==> config.mk <==
export PLATFORM = sky130hd
export DESIGN_NAME = timer_multi
export DESIGN_NICKNAME = d
export VERILOG_FILES = /design/src/rtl/timer_pkg.sv /design/src/rtl/timer_channel.sv /design/src/rtl/timer_multi.sv
export SDC_FILE = /design/constraint.sdc
export NUM_CORES = 1
export LEC_CHECK = 0
export ABC_AREA = 1
export CORE_ASPECT_RATIO = 1.25
export CORE_MARGIN = 8
export CORE_UTILIZATION = 45
export CTS_BUF_LIST = sky130_fd_sc_hd__clkbuf_16
export CTS_CLUSTER_DIAMETER = 120
export CTS_CLUSTER_SIZE = 10
export DETAILED_ROUTE_END_ITERATION = 16
export PLACE_DENSITY_LB_ADDON = 0.15
export SYNTH_ARGS = -nofsm -noshare
export SYNTH_HDL_FRONTEND = slang
export SYNTH_HIERARCHICAL = 1
export SYNTH_SLANG_ARGS = --single-unit
export TNS_END_PERCENT = 20
==> constraint.sdc <==
create_clock -name clk_in -period 2.3 [get_ports clk_in]
set_clock_uncertainty 0.05 [all_clocks]
set_input_delay 0.345 -clock clk_in [delete_from_list [all_inputs] [get_ports clk_in]]
set_output_delay 0.345 -clock clk_in [all_outputs]
set_load 0.005 [all_outputs]
==> src/rtl/timer_pkg.sv <==
// timer_pkg: shared definitions for the multi-channel timer.
//   T_IDLE / T_RUN / T_DONE : per-channel state encodings
//   PSEL_W_DEF              : default prescaler-select width (supported up to 5)
//   tick_detect()           : 1 when the low n bits of a prescaler value are all ones
package timer_pkg;

  localparam int unsigned PSEL_W_DEF = 3;

  localparam logic [1:0] T_IDLE = 2'b00;
  localparam logic [1:0] T_RUN  = 2'b01;
  localparam logic [1:0] T_DONE = 2'b10;

  // n = 0 always reports a tick, so psel = 0 divides by one.
  function automatic logic tick_detect(input logic [31:0] presc, input logic [4:0] n);
    logic hit;
    hit = 1'b1;
    for (int unsigned i = 0; i < 32; i++) begin
      if ((i < {27'd0, n}) && !presc[i]) hit = 1'b0;
    end
    return hit;
  endfunction

endpackage

==> src/rtl/timer_channel.sv <==
// timer_channel: one timer channel -- FSM, free-running prescaler, up-counter
// and sticky interrupt/overflow flags.
//   clk_in, rst      : clock, synchronous active-high reset
//   en               : low freezes state, count and prescaler (flags still ack)
//   go               : start (high) / abort (low)
//   auto_load        : reload on rollover instead of stopping
//   psel             : tick divide = 2**psel, live
//   load             : start/reload value
//   int_ack          : clears tmr_int and tmr_ovf
//   tmr_int, tmr_ovf : sticky interrupt, rollover-while-pending flag
//   busy             : channel is in RUN
//   count            : live counter value
module timer_channel
  import timer_pkg::*;
#(
  parameter int unsigned WIDTH  = 16,
  parameter int unsigned PSEL_W = PSEL_W_DEF
) (
  input  logic              clk_in,
  input  logic              rst,
  input  logic              en,
  input  logic              go,
  input  logic              auto_load,
  input  logic [PSEL_W-1:0] psel,
  input  logic [WIDTH-1:0]  load,
  input  logic              int_ack,
  output logic              tmr_int,
  output logic              tmr_ovf,
  output logic              busy,
  output logic [WIDTH-1:0]  count
);

  localparam int unsigned PW = (2 ** PSEL_W) - 1;

  logic [1:0]       state, state_nx;
  logic [PW-1:0]    presc, presc_nx;
  logic [WIDTH-1:0] count_nx;
  logic             tick, rollover, int_nx, ovf_nx;

  always_comb begin
    tick     = tick_detect(32'(presc), 5'(psel));
    state_nx = state;
    count_nx = count;
    presc_nx = presc;
    rollover = 1'b0;
    if (en) begin
      case (state)
        T_IDLE: begin
          if (go) begin
            state_nx = T_RUN;
            count_nx = load;
            presc_nx = '0;
          end
        end
        T_RUN: begin
          // Abort takes priority over a tick in the same cycle; count holds.
          if (!go) begin
            state_nx = T_IDLE;
          end else begin
            presc_nx = presc + {{(PW-1){1'b0}}, 1'b1};
            if (tick) begin
              if (&count) begin
                rollover = 1'b1;
                if (auto_load) count_nx = load;
                else           state_nx = T_DONE;
              end else begin
                count_nx = count + {{(WIDTH-1){1'b0}}, 1'b1};
              end
            end
          end
        end
        T_DONE: begin
          if (!go) state_nx = T_IDLE;
        end
        default: state_nx = T_IDLE;
      endcase
    end
  end

  // A rollover coinciding with an ack leaves only the fresh interrupt set.
  always_comb begin
    int_nx = tmr_int;
    ovf_nx = tmr_ovf;
    if (rollover) begin
      int_nx = 1'b1;
      ovf_nx = int_ack ? 1'b0 : (tmr_ovf | tmr_int);
    end else if (int_ack) begin
      int_nx = 1'b0;
      ovf_nx = 1'b0;
    end
  end

  always_ff @(posedge clk_in) begin
    if (rst) begin
      state   <= T_IDLE;
      count   <= '0;
      presc   <= '0;
      tmr_int <= 1'b0;
      tmr_ovf <= 1'b0;
      busy    <= 1'b0;
    end else begin
      state   <= state_nx;
      count   <= count_nx;
      presc   <= presc_nx;
      tmr_int <= int_nx;
      tmr_ovf <= ovf_nx;
      busy    <= (state_nx == T_RUN);
    end
  end

endmodule

==> src/rtl/timer_multi.sv <==
// timer_multi: CHANNELS independent prescaled timers on one clock.
//   clk_in, rst   : clock, synchronous active-high reset
//   ch_en         : per-channel enable (freeze when low)
//   ch_go         : per-channel start / abort
//   ch_auto_load  : per-channel auto-reload select
//   ch_psel       : PSEL_W bits per channel, channel i at [i*PSEL_W +: PSEL_W]
//   ch_load       : WIDTH bits per channel, channel i at [i*WIDTH +: WIDTH]
//   ch_int_ack    : per-channel flag clear pulse
//   tmr_int       : sticky per-channel interrupt
//   tmr_ovf       : per-channel overflow (rollover while interrupt pending)
//   tmr_irq       : OR of tmr_int
//   ch_busy       : per-channel RUN indicator
//   ch_count      : live counters, channel i at [i*WIDTH +: WIDTH]
module timer_multi
  import timer_pkg::*;
#(
  parameter int unsigned WIDTH    = 16,
  parameter int unsigned CHANNELS = 2,
  parameter int unsigned PSEL_W   = PSEL_W_DEF
) (
  input  logic                         clk_in,
  input  logic                         rst,
  input  logic [CHANNELS-1:0]          ch_en,
  input  logic [CHANNELS-1:0]          ch_go,
  input  logic [CHANNELS-1:0]          ch_auto_load,
  input  logic [PSEL_W*CHANNELS-1:0]   ch_psel,
  input  logic [WIDTH*CHANNELS-1:0]    ch_load,
  input  logic [CHANNELS-1:0]          ch_int_ack,
  output logic [CHANNELS-1:0]          tmr_int,
  output logic [CHANNELS-1:0]          tmr_ovf,
  output logic                         tmr_irq,
  output logic [CHANNELS-1:0]          ch_busy,
  output logic [WIDTH*CHANNELS-1:0]    ch_count
);

  for (genvar i = 0; i < CHANNELS; i++) begin : g_ch
    timer_channel #(
      .WIDTH  (WIDTH),
      .PSEL_W (PSEL_W)
    ) u_ch (
      .clk_in    (clk_in),
      .rst       (rst),
      .en        (ch_en[i]),
      .go        (ch_go[i]),
      .auto_load (ch_auto_load[i]),
      .psel      (ch_psel[i*PSEL_W +: PSEL_W]),
      .load      (ch_load[i*WIDTH +: WIDTH]),
      .int_ack   (ch_int_ack[i]),
      .tmr_int   (tmr_int[i]),
      .tmr_ovf   (tmr_ovf[i]),
      .busy      (ch_busy[i]),
      .count     (ch_count[i*WIDTH +: WIDTH])
    );
  end

  assign tmr_irq = |tmr_int;

endmodule
# [Yosys cells after proc, flatten, opt, wreduce, memory -nomap -nowiden]
# Cells that the tools add are included.
[totals] input_bits=48 elab_cells=153 output_inout_bits=39 ff_bits=56
[op_classes] bitwise=2 addsub=4 mux=66 n_reduce_logical=41 eq_ne=14 order_cmp=14
[ops] cell="16-bit 2-to-1 mux" n=10
[ops] cell="16-bit one-hot mux with 2 select lines" n=2
[ops] cell="16-bit by 1-bit adder with 16-bit output (second input constant)" n=2
[ops] cell="1-bit 2-to-1 mux" n=32
[ops] cell="16-bit AND reduction" n=2
[ops] cell="2-bit 2-to-1 mux" n=14
[ops] cell="7-bit 2-to-1 mux" n=4
[ops] cell="7-bit one-hot mux with 2 select lines" n=2
[ops] cell="3-bit less-than comparator (first input constant)" n=6
[ops] cell="7-bit by 1-bit adder with 7-bit output (second input constant)" n=2
[ops] cell="1-bit logical AND" n=14
[ops] cell="1-bit zero test" n=14
[ops] cell="1-bit by 3-bit less-than comparator with 1-bit output (first input constant)" n=4
[ops] cell="2-bit by 3-bit less-than comparator with 1-bit output (first input constant)" n=4
[ops] cell="2-bit one-hot mux with 3 select lines" n=2
[ops] cell="6-bit AND reduction" n=2
[ops] cell="2-bit by 1-bit equality test with 1-bit output (second input constant)" n=4
[ops] cell="2-bit != test (second input constant)" n=4
[ops] cell="4-bit AND reduction" n=2
[ops] cell="2-bit nonzero test" n=4
[ops] cell="3-bit != test (second input constant)" n=2
[ops] cell="2-bit equality test (second input constant)" n=2
[ops] cell="2-bit zero test" n=2
[ops] cell="2-bit by 1-bit != test with 1-bit output (second input constant)" n=2
[ops] cell="2 further kinds" n=3

# [Depth between registers and ports, before layout]
[logic_depth] ltp_word=14 mapped_depth=13 depth_no_buf=12

# [Cells and area by module]
# Netlist, hierarchy kept.
[modules_own_cells] module="timer_channel at g_ch[1].u_ch" n_inst=1 seq_area_each_um2=560.5 area_each_um2=1806.7 cells_per_inst=288
[modules_own_cells] module="timer_channel at g_ch[0].u_ch" n_inst=1 seq_area_each_um2=560.5 area_each_um2=1798.0 cells_per_inst=288
[modules_own_cells] module="timer_multi" n_inst=1 seq_area_each_um2=0.0 area_each_um2=11.3 cells_per_inst=3

# [Least setup slack after synthesis]
# OpenSTA, ideal clock, no wires.
[synth_timing] kind="flip-flop to flip-flop" start="register g_ch[0].u_ch.count[0]" end="register g_ch[0].u_ch.count[12]" required_time_ns=2.137 stages_incl_launch_ff=12 setup_ns=0.113 path_buffers=1 arrival_time_ns=1.520 period_less_slack_ns=1.683 setup_slack_ns=0.617 path_cell_list="dfxtp_1 -> ha_1 -> nand3_2 -> nor2_4 -> nand4_4 -> nor2_2 -> nand2_2 -> nand3_4 -> buf_6 -> nand2_1 -> nand2_1 -> nor2_1"
[synth_via] elab_chain_cells=5 word_cells_on_any_way=8 classes_between="add/sub (1); eq/ne (1); mux (4); reduce/logical (2)"
[synth_rtl] element="start: declaration" line="timer_channel.sv:30" text="output logic [WIDTH-1:0] count"
[synth_rtl] element="start signal: assignment" line="timer_channel.sv:103" text="count <= count_nx;"
[synth_rtl] element="16-bit by 1-bit adder with 16-bit output / 16-bit AND reduction (equally long branches)" line="timer_channel.sv:67, timer_channel.sv:62"
[synth_rtl] element="16-bit 2-to-1 mux" line="timer_channel.sv:62" text="if (&count) begin"
[synth_rtl] element="16-bit 2-to-1 mux" line="timer_channel.sv:61" text="if (tick) begin"
[synth_rtl] element="16-bit 2-to-1 mux" line="timer_channel.sv:57" text="if (!go) begin"
[synth_rtl] element="16-bit one-hot mux with 2 select lines" line="timer_channel.sv:47" text="case (state)"
# Several ways; a longest one is shown, not always the timed one. The select of a mux whose other input is x is not followed.
# A chain may end at the register's enable or synchronous reset.

# [Worst setup path in the final report]
[layout_timing] start="input ch_psel[4]" end="register g_ch[1].u_ch.count[8]"
[layout_via] elab_chain_cells=11 word_cells_on_any_way=23 classes_between="order compare (7); eq/ne (1); mux (7); reduce/logical (8)"
[layout_rtl] element="start: declaration" line="timer_multi.sv:26" text="input logic [PSEL_W*CHANNELS-1:0] ch_psel,"
[layout_rtl] element="1-bit by 3-bit less-than comparator with 1-bit output" line="timer_pkg.sv:18" text="if ((i < {27'd0, n}) && !presc[i]) hit = 1'b0;"
[layout_rtl] element="1-bit logical AND" line="timer_pkg.sv:18"
[layout_rtl] element="1-bit 2-to-1 mux (6 in series)" line="timer_pkg.sv:18"
[layout_rtl] element="1-bit 2-to-1 mux (*)" line="timer_pkg.sv:18"
[layout_rtl] element="2-bit by 1-bit != test with 1-bit output (no line) (*)"
[layout_rtl] element="6-bit AND reduction (no line) (*)"
[layout_rtl] element="end signal: assignment" line="timer_channel.sv:103"
[layout_rtl] element="end: declaration" line="timer_channel.sv:30"
# Mark *: on every way between the ends. The rest lies on a longest branch, timed or not.

==> summary.md <==
| Metric | Value |
|---|---|
| Seq/Total Area, Yosys | `0.310` |
| Clock sinks | `56` |
| Root Driver | `clkbuf_16` |
| Final hold slack | `approximately 0.42 ns` |
| Clock Latency Late Sink | `roughly 0.29 ns` |
| Post-synth cell types | `31` |
| Syn Nets | `around 630` |
| CTS Hold Buffers Added | `0` |
| Unrepaired setup endpoints after global routing | `no` |
| Die area | `roughly 11000 µm²` |
| Final setup margin | `0.422 ns` |
| Initial Util | `0.464` |
| Vias in the first global route | `~3.5k` |
| Total track usage | `0.163` |
| Overflow after GRT | `0` |
| Mapped Area | `around 3600 µm²` |
| Synth Register Bits | `56` |
| Post-Syn Area per Cell | `roughly 6.2 µm²` |
| Status | `completed` |
| Final GP Congestion | `around 0.86` |
| Pre-CTS setup slack | `~0.13 ns` |
| Peak Freq | `about 530 MHz` |
| Detailed placement HPWL | `~6900 µm` |
| CP Max Fanout | `32` |
| Final Setup Violations | `0` |
| Post-synth top area share | `0.310` |
| Drt drc | `0` |
| # nets final | `between 700 and 800` |
| Worst Hold Class | `register to register` |
| CTS resizes | `0` |
| Largest net degree at the start of global routing | `33` |
| Slowest CP cell | `clkdlybuf4s50_1` |
| Maximum vdd drop | `0.000260 V` |
| Crit path kind | `input port to register` |
| Leakage | `2.12 nW` |
| Commonest non-fill, non-tap cell in the layout | `nand2_1` |
| Rows | `36` |
| Final hold vios | `0` |
| Area grow syn2layout | `29.1%` |
| Slew Limit Headroom | `0.758` |
| Dpl cells | `roughly 760` |
| Top cells by area, synth | `dfxtp_1 31%, nand2_1 20%, nor2_1 10%` |
| DR WL/cell | `roughly 12 µm` |
| Max Root-Sink Buffers | `2` |
| Clock transition at path regs | `around 0.070 ns` |
| Slew @ Worst Pin | `about 0.36 ns` |
| Port-buffer cells | `86` |
| Final WL | `9020 µm` |
| Die X | `around 96 µm` |
| Ant. Diodes | `0` |
| Yosys warnings | `6` |
| TNS Setup | `0 ns` |
| Max-cap violations | `0` |
| Num CTS Buffers | `5` |
| Worst EP required | `roughly 2.4 ns` |
| Most common cell on crit path | `nand2_1` |
| Initial antenna violation count | `0` |
| Post-Layout Cell Count | `approximately 760` |
| Power density cells | `about 480 nW/µm²` |
| Most frequent cells in the layout | `190 x nand2_1, 96 x nor2_1, 86 x clkdlybuf4s50_1` |
| Die height | `around 120 µm` |
| Core box area | `about 8000 µm²` |
| Fin. max-slew vios | `0` |
| 1st-pass router iterations | `4` |
| CTS tree | `built` |
| CP max stage delay | `0.45 ns` |
| Initial DRC count | `slightly above 100` |
| H-tree levels | `2` |
| Share of cells above drive strength 1 | `0.0600` |
| Filler cells | `roughly 760` |
| Via count | `approximately 3.7k` |
| Crit. End Element | `register` |
| DR vias/cell | `4.79` |
| Crit path launch type | `input port` |
| Cells along the critical path | `clkdlybuf4s50_1, or2_2, nand2_1, nand2_1, inv_1, nand2_1, nand2_1, nand3_4, nor2_1, nor2_2` |
| Fin crit share | `0.816` |
| First-pass GRT wire length | `between 10000 and 15000 µm` |
| DRT antenna net count | `0` |
| Postcts setup bufs | `0` |
| Leading area contributor after synthesis | `dfxtp_1` |
| Worst Path Arrival | `2.02 ns` |
| Min Tclk post-route | `roughly 1.9 ns` |
| Post-Syn Instances | `around 580` |
| IO Count | `just under 90` |
==> path summary, 6_finish.rpt <==
path,from,to,slack [ns],cells past startpoint
setup / recovery,ch_psel[4],g_ch[1].u_ch/count[8],0.42,10
setup reg to reg,g_ch[0].u_ch/count[0],g_ch[0].u_ch/count[1],0.44,10
hold reg to reg,g_ch[1].u_ch/tmr_ovf,g_ch[1].u_ch/tmr_ovf,0.42,2
hold / removal,g_ch[1].u_ch/tmr_ovf,g_ch[1].u_ch/tmr_ovf,0.42,2
==> cell usage after synthesis, drive strengths merged <==
| library cell | instances |
|---|---|
| nand4 | 6 |
| o21a | 2 |
| nand2 | 198 |
| ha | 4 |
| inv | 72 |
| clkbuf | 2 |
| o21ai | 37 |
| clkinv | 3 |
| o31ai | 1 |
| buf | 10 |
| a21boi | 2 |
| xor2 | 20 |
| dfxtp | 56 |
| a21oi | 17 |
| nor2 | 103 |
| nor3 | 14 |
| or2 | 2 |
| nand3 | 28 |
| xnor2 | 2 |
==> state kept, by name, summed over array words and instances, names as in the netlist <==
| register | count |
|---|---|
| g_ch.u_ch/tmr_ovf | 2 |
| g_ch.u_ch/tmr_int | 2 |
| g_ch.u_ch/count | 32 |
| g_ch.u_ch/busy | 2 |
| g_ch.u_ch/presc | 14 |
| g_ch.u_ch/state | 4 |
==> worst max-delay path, delay by kind of cell <==
kind | cells | cell delay, ns
and+or+nand+nor | 8 | 1.13
buffers and inverters | 2 | 0.51
==> layout make-up <==
type / count / area [µm²] / share of cell area
Inverter: 75 / 283 / 0.0606
Timing Repair Buffer: 93 / 913 / 0.196
Sequential cell: 56 / 1120 / 0.240
Tap cell: 95 / 119 / 0.0255
Clock buffer: 5 / 125 / 0.0268
Clock inverter: 2 / 12.5 / 0.00268
Multi-Input combinational cell: 436 / 2100 / 0.449
==> where the power goes <==
group	internal, mW	switching [mW]	total (mW)
clock	0.397	0.348	0.744
combinational	0.234	0.210	0.444
sequential	1.02	0.0609	1.08
total	1.65	0.618	2.26
==> metrics by stage <==
stage                util  cell area [µm²]  power, mW
global route        0.599             4670       2.40
finish              0.599             4670       2.26
floorplan               -             3620       1.33
CTS                 0.599             4670       2.31
global placement    0.582             4530       1.54
detailed placement  0.582             4530       1.54
==> logic make-up (layout without fill, tap and decap cells) <==
group | count (synthesis) | count (layout) | synth area share
fa+ha+maj | 4 | 4 | 0.0138
buf+inv | 87 | 175 | 0.110
simple gates | 351 | 351 | 0.427
flops | 56 | 56 | 0.310
xor+xnor | 22 | 22 | 0.0533
compound gates | 59 | 59 | 0.0851
==> per-layer routing <==
layer | global-route usage | vias up | part of all wire
met5 | 0 | - | 0
met4 | 0.0493 | 0 | 0.0089
met3 | 0.0412 | 7 | 0.062
met2 | 0.290 | 81 | 0.50
met1 | 0.184 | 1610 | 0.43
li1 | - | 1954 | -
Power figures use the tool's default switching activity.
==> RTL edit 1 (config.mk and constraints unchanged) <==
Reset style: asynchronous (`rst`), changed in one clocked block. Comments in the files are not updated.
--- a/src/rtl/timer_channel.sv
+++ b/src/rtl/timer_channel.sv
@@ -90,7 +90,7 @@
     end
   end
 
-  always_ff @(posedge clk_in) begin
+  always_ff @(posedge clk_in or posedge rst) begin
     if (rst) begin
       state   <= T_IDLE;
       count   <= '0;
Behaviour: differs if rst is asserted again (counterexample within 4 cycles, from zero or initial values and one cycle with rst high); with rst held inactive, the same outputs for 4 cycles.
==> RTL edit 1 against the original RTL <==
- sequential cell count stayed put
- highest routed layer unchanged
- sequential share of layout area increased by 6.0 points
- area after synthesis decreased by 0.59%
- synthesized cell count down 11%
- design area unchanged
- critical endpoint is now g_ch[1].u_ch/count[2]
- hold slack got worse by 19 ps
- largest cell class unchanged
- setup slack worse by 170 ps
- first-iteration DRC count decreased by 17%
- final cell count shrank 8.0%
- utilization is the same
- routed wire length is 0.30% higher
Power is not compared: it rests on default switching activity, and its combinational part moved more than twofold at a synthesized area within 25%.
==> RTL edit 1: results (changes against the original RTL) <==
=================================================================================================
Cell family with the largest share of critical-path delay                            simple AND/OR/NAND/NOR gates
DRT iter0 DRCs                                                                                 85   -17%
Most common library cells after synthesis                                            nand2_1, dfrtp_1, inv_1
Drt first pass iters                                                                            4   unchanged
Net Count, Synth                                                                              568   -10%
Maximum fanout encountered on the critical timing path                                         17   -47%
Relative slew margins                                                                       0.752   -0.00598
Cell area after placement                                                                4530 µm²   about the same
Average vias per placed instance                                                             4.91   +2.4%
Biggest cell delay along the critical path                                                 430 ps   -20 ps
CP max-delay cell                                                                         dfrtp_1
Clock buffer count from CTS                                                                     5   unchanged
Status                                                                               finished clean
Worst Hold Path Cells                                                                           1   -1
Pin count of the biggest net entering global routing                                           29   -12%
Number of global-route vias before repair                                                    3481   -0.66%
Parity-gate share of the synthesized area counting xor and xnor cells                      0.0560   +0.00275
Hold WS                                                                                    401 ps   -19.2 ps
Largest registers ranked by flip-flop count                                          g_ch.u_ch/count x32, g_ch.u_ch/presc x14, g_ch.u_ch/state x4
Number of diodes added for antenna fixing                                                       0   unchanged
H-tree depth                                                                                    2   unchanged
Flip-flop cell with the highest count after synthesis                                     dfrtp_1
Tmin final                                                                                2050 ps   +167 ps
Min-Delay Endpoint                                                                   g_ch[1].u_ch/presc[6]
Later-pin clock latency in the skew report                                                 280 ps
FILL cells                                                                                    758   -0.66%
Reported leakage power                                                                    2.24 nW
Detailed placement HPWL                                                                   7150 µm   +4.0%
Top cells by area in the synthesized netlist                                         dfrtp_1, nand2_1, inv_1
Post-synthesis mux area share                                                                   0   unchanged
Sequential share of the synthesized area                                                    0.390   +0.0798
Adder and majority gate portion of the synthesized area                                    0.0139   +0.0000819
Startpoint of the lowest-slack hold path                                             g_ch[1].u_ch/presc[5]
Maximum buffer depth of the clock tree                                                          2   unchanged
Number of distinct library cell variants in the gate-level netlist after synthesis             34   +9.7%
Synth Area in Compound Gates                                                               0.0985   +0.0134
Global-route wire length before repair                                                   15400 µm   +2.6%
Endpoint of the lowest-slack register-to-register path                               g_ch[1].u_ch/count[2]
Clk root buf                                                                            clkbuf_16
Proportion of layout cells with a drive suffix above 1                                     0.0578   -0.00221
Count of nets after finishing                                                                 657   -8.6%
Port buffer count                                                                              86   unchanged
Post-placement cell count                                                                     693   -8.2%
Synth Area per Inst                                                                      6.97 µm²   +12%
Fraction of registers with async set/reset                                                   1.00   +1.00
Source of the worst register-to-register timing path                                 g_ch[1].u_ch/count[0]
Critical Setup Path Class                                                                 reg2reg
Global-route usage over all layers                                                          0.166   +0.00291
Total wire length                                                                         9040 µm   +0.30%
Last weighted congestion value of the routability-driven placer                             0.859   -0.19%
Final non-filler cell total                                                                   701   -8.0%
R2R setup slack                                                                            250 ps   -190 ps
Data arrival time at the worst-slack endpoint                                             2220 ps   +200 ps
Dpl ws                                                                                     218 ps   +90.1 ps
=================================================================================================
-- RTL edit 1: changes by cell type after synthesis, moves of 11 or more --
cell / unedited run / this run
dfrtp_1: 0 / 56
dfxtp_1: 56 / 0
nor2_1: 96 / 42
inv_1: 72 / 56
nand2_1: 190 / 206
o21ai_0: 30 / 41
-- RTL edit 1: layout make-up --
class | instances | area [µm²] | area share
multi-input cells | 391 | 1880 | 0.404
clock inverters | 3 | 13.8 | 0.00295
clock buffers | 5 | 125 | 0.0268
repair buffers | 91 | 898 | 0.192
flip-flops and latches | 56 | 1400 | 0.300
well taps | 95 | 119 | 0.0255
inverters | 60 | 228 | 0.0488
-- RTL edit 1: power breakdown --
part / internal, mW / leakage [nW] / switching [mW]
Combinational: 0.573 / 1.44 / 0.480
Clock: 0.397 / 0.0710 / 0.330
Sequential: 1.17 / 0.726 / 0.273
-- RTL edit 1: routing by layer --
layer	share of wire	GRT usage
met1	0.43	0.198
met2	0.51	0.299
met3	0.053	0.0331
met4	0.0094	0.0319
met5	0	0
==> RTL edit 2 (same settings) <==
Without the edit above. Set the package constant `PSEL_W_DEF` to 2 (it was 3).
--- a/src/rtl/timer_pkg.sv
+++ b/src/rtl/timer_pkg.sv
@@ -4,7 +4,7 @@
 //   tick_detect()           : 1 when the low n bits of a prescaler value are all ones
 package timer_pkg;
 
-  localparam int unsigned PSEL_W_DEF = 3;
+  localparam int unsigned PSEL_W_DEF = 2;
 
   localparam logic [1:0] T_IDLE = 2'b00;
   localparam logic [1:0] T_RUN  = 2'b01;
Interface: changed (resized ch_psel); port bits go from 87 to 85. No check against the original RTL was run, so the function may have changed too.
==> RTL edit 2 against the original RTL <==
- setup slack worse by 82 ps
- final cell count fell by 11%
- highest routed layer unchanged
- design area is 8.2% lower
- largest cell class unchanged
- combinational power down 5.2%
- fmax fell by 4.2%
- global-route usage hardly changed
- sequential cell count down 8
- routed wire length down 7.8%
- area after synthesis shrank 11%
- total power decreased by 4.1%
==> RTL edit 2: results (changes against the original RTL) <==
=================================================================================================
Biggest cell delay along the critical path                                                 400 ps   -50 ps
Top cells by area in the synthesized netlist                                         dfxtp_1, nand2_1, nor2_1
Met1 Usage GRT                                                                              0.183   -0.00134
Detailed placement HPWL                                                                   6460 µm   -6.1%
Met3 track demand over resource                                                            0.0373   -0.00389
CP max-delay cell                                                                         dfxtp_1
Wire length on met2                                                                       4170 µm   -7.1%
Synth Area in Compound Gates                                                               0.0998   +0.0147
Fraction of area in multi-input gates                                                       0.454   +0.00477
Parity-gate share of the synthesized area counting xor and xnor cells                      0.0517   -0.00164
Status                                                                               finished clean
Global-route usage over all layers                                                          0.163   +0.000210
Most common library cells after synthesis                                            nand2_1, nor2_1, inv_1
Synth Area per Inst                                                                      6.42 µm²   +2.8%
FILL cells                                                                                    669   -12%
Transition time of the tightest slew-check pin                                             449 ps   +87.8 ps
Number of combinational gates with multiple inputs                                            389   -11%
Number of ordinary inverters in the final layout                                               54   -28%
Total wire length                                                                         8310 µm   -7.8%
Cell area after placement                                                                4120 µm²   -9.0%
Pin count of the biggest net entering global routing                                           32   -3.0%
Total via count in the routed design                                                         3321   -9.1%
Seq. cell area                                                                            961 µm²   -14%
Data arrival time at the worst-slack endpoint                                             2090 ps   +70 ps
Proportion of layout cells with a drive suffix above 1                                     0.0764   +0.0164
Non-clock buffer contribution to total cell area                                            0.210   +0.0140
IR drop worst, VDD                                                                     0.000266 V   +2.2%
CTS sink count                                                                                 48   -14%
Met1 wire length                                                                          3640 µm   -6.5%
Reported leakage power                                                                    1.92 nW   -9.6%
Dpl ws                                                                                     255 ps   +127 ps
Global-route wire length before repair                                                   14400 µm   -4.1%
DRT iter0 DRCs                                                                                118   +15%
Met2 usage                                                                                  0.299   +0.00859
Port buffer count                                                                              84   -2.3%
Total length of routed met3 wires                                                          420 µm   -24%
Maximum fanout encountered on the critical timing path                                         31   -3.1%
Last weighted congestion value of the routability-driven placer                             0.863   +0.30%
Number of distinct library cell variants in the gate-level netlist after synthesis             34   +9.7%
Total power divided by cell area                                                       507 nW/µm²   +4.5%
Net Count, Synth                                                                              552   -13%
Clk cell area share                                                                        0.0379   +0.00847
Adder and majority gate portion of the synthesized area                                    0.0155   +0.00169
Drt wl/cell                                                                               12.2 µm   +3.4%
Post-placement cell count                                                                     671   -11%
Later-pin clock latency in the skew report                                                 280 ps
Worst hold path type                                                                      reg2reg
Bufs w/o clock                                                                                 90   -3.2%
Sequential share of the synthesized area                                                    0.298   -0.0118
Count of nets after finishing                                                                 638   -11%
Largest registers ranked by flip-flop count                                          g_ch.u_ch/count x32, g_ch.u_ch/presc x6, g_ch.u_ch/state x4
=================================================================================================
-- RTL edit 2: final timing paths --
kind	startpoint	to	slack (ps)	depth (start not counted)
worst max register to register	g_ch[1].u_ch/count[1]	g_ch[1].u_ch/count[10]	340	10
worst min-delay path	g_ch[0].u_ch/tmr_ovf	g_ch[0].u_ch/tmr_ovf	410	2
worst max-delay path	g_ch[1].u_ch/count[1]	g_ch[1].u_ch/count[10]	340	10
worst min register to register	g_ch[0].u_ch/tmr_ovf	g_ch[0].u_ch/tmr_ovf	410	2
-- RTL edit 2: worst register-to-register path, stage by stage, from the launching register on --
cell	delay [ps]
dfxtp_1	400
ha_1	250
nand2_2	130
nor2_8	200
nand3_4	120
nor2_8	130
nand3_4	80
nand2_4	280
nand2_1	110
nand2_1	70
nor2_1	40
-- RTL edit 2: report_power, final --
part | switching [mW] | internal [mW] | total, mW
logic | 0.194 | 0.227 | 0.421
registers | 0.0633 | 0.877 | 0.940
clock network | 0.304 | 0.506 | 0.810
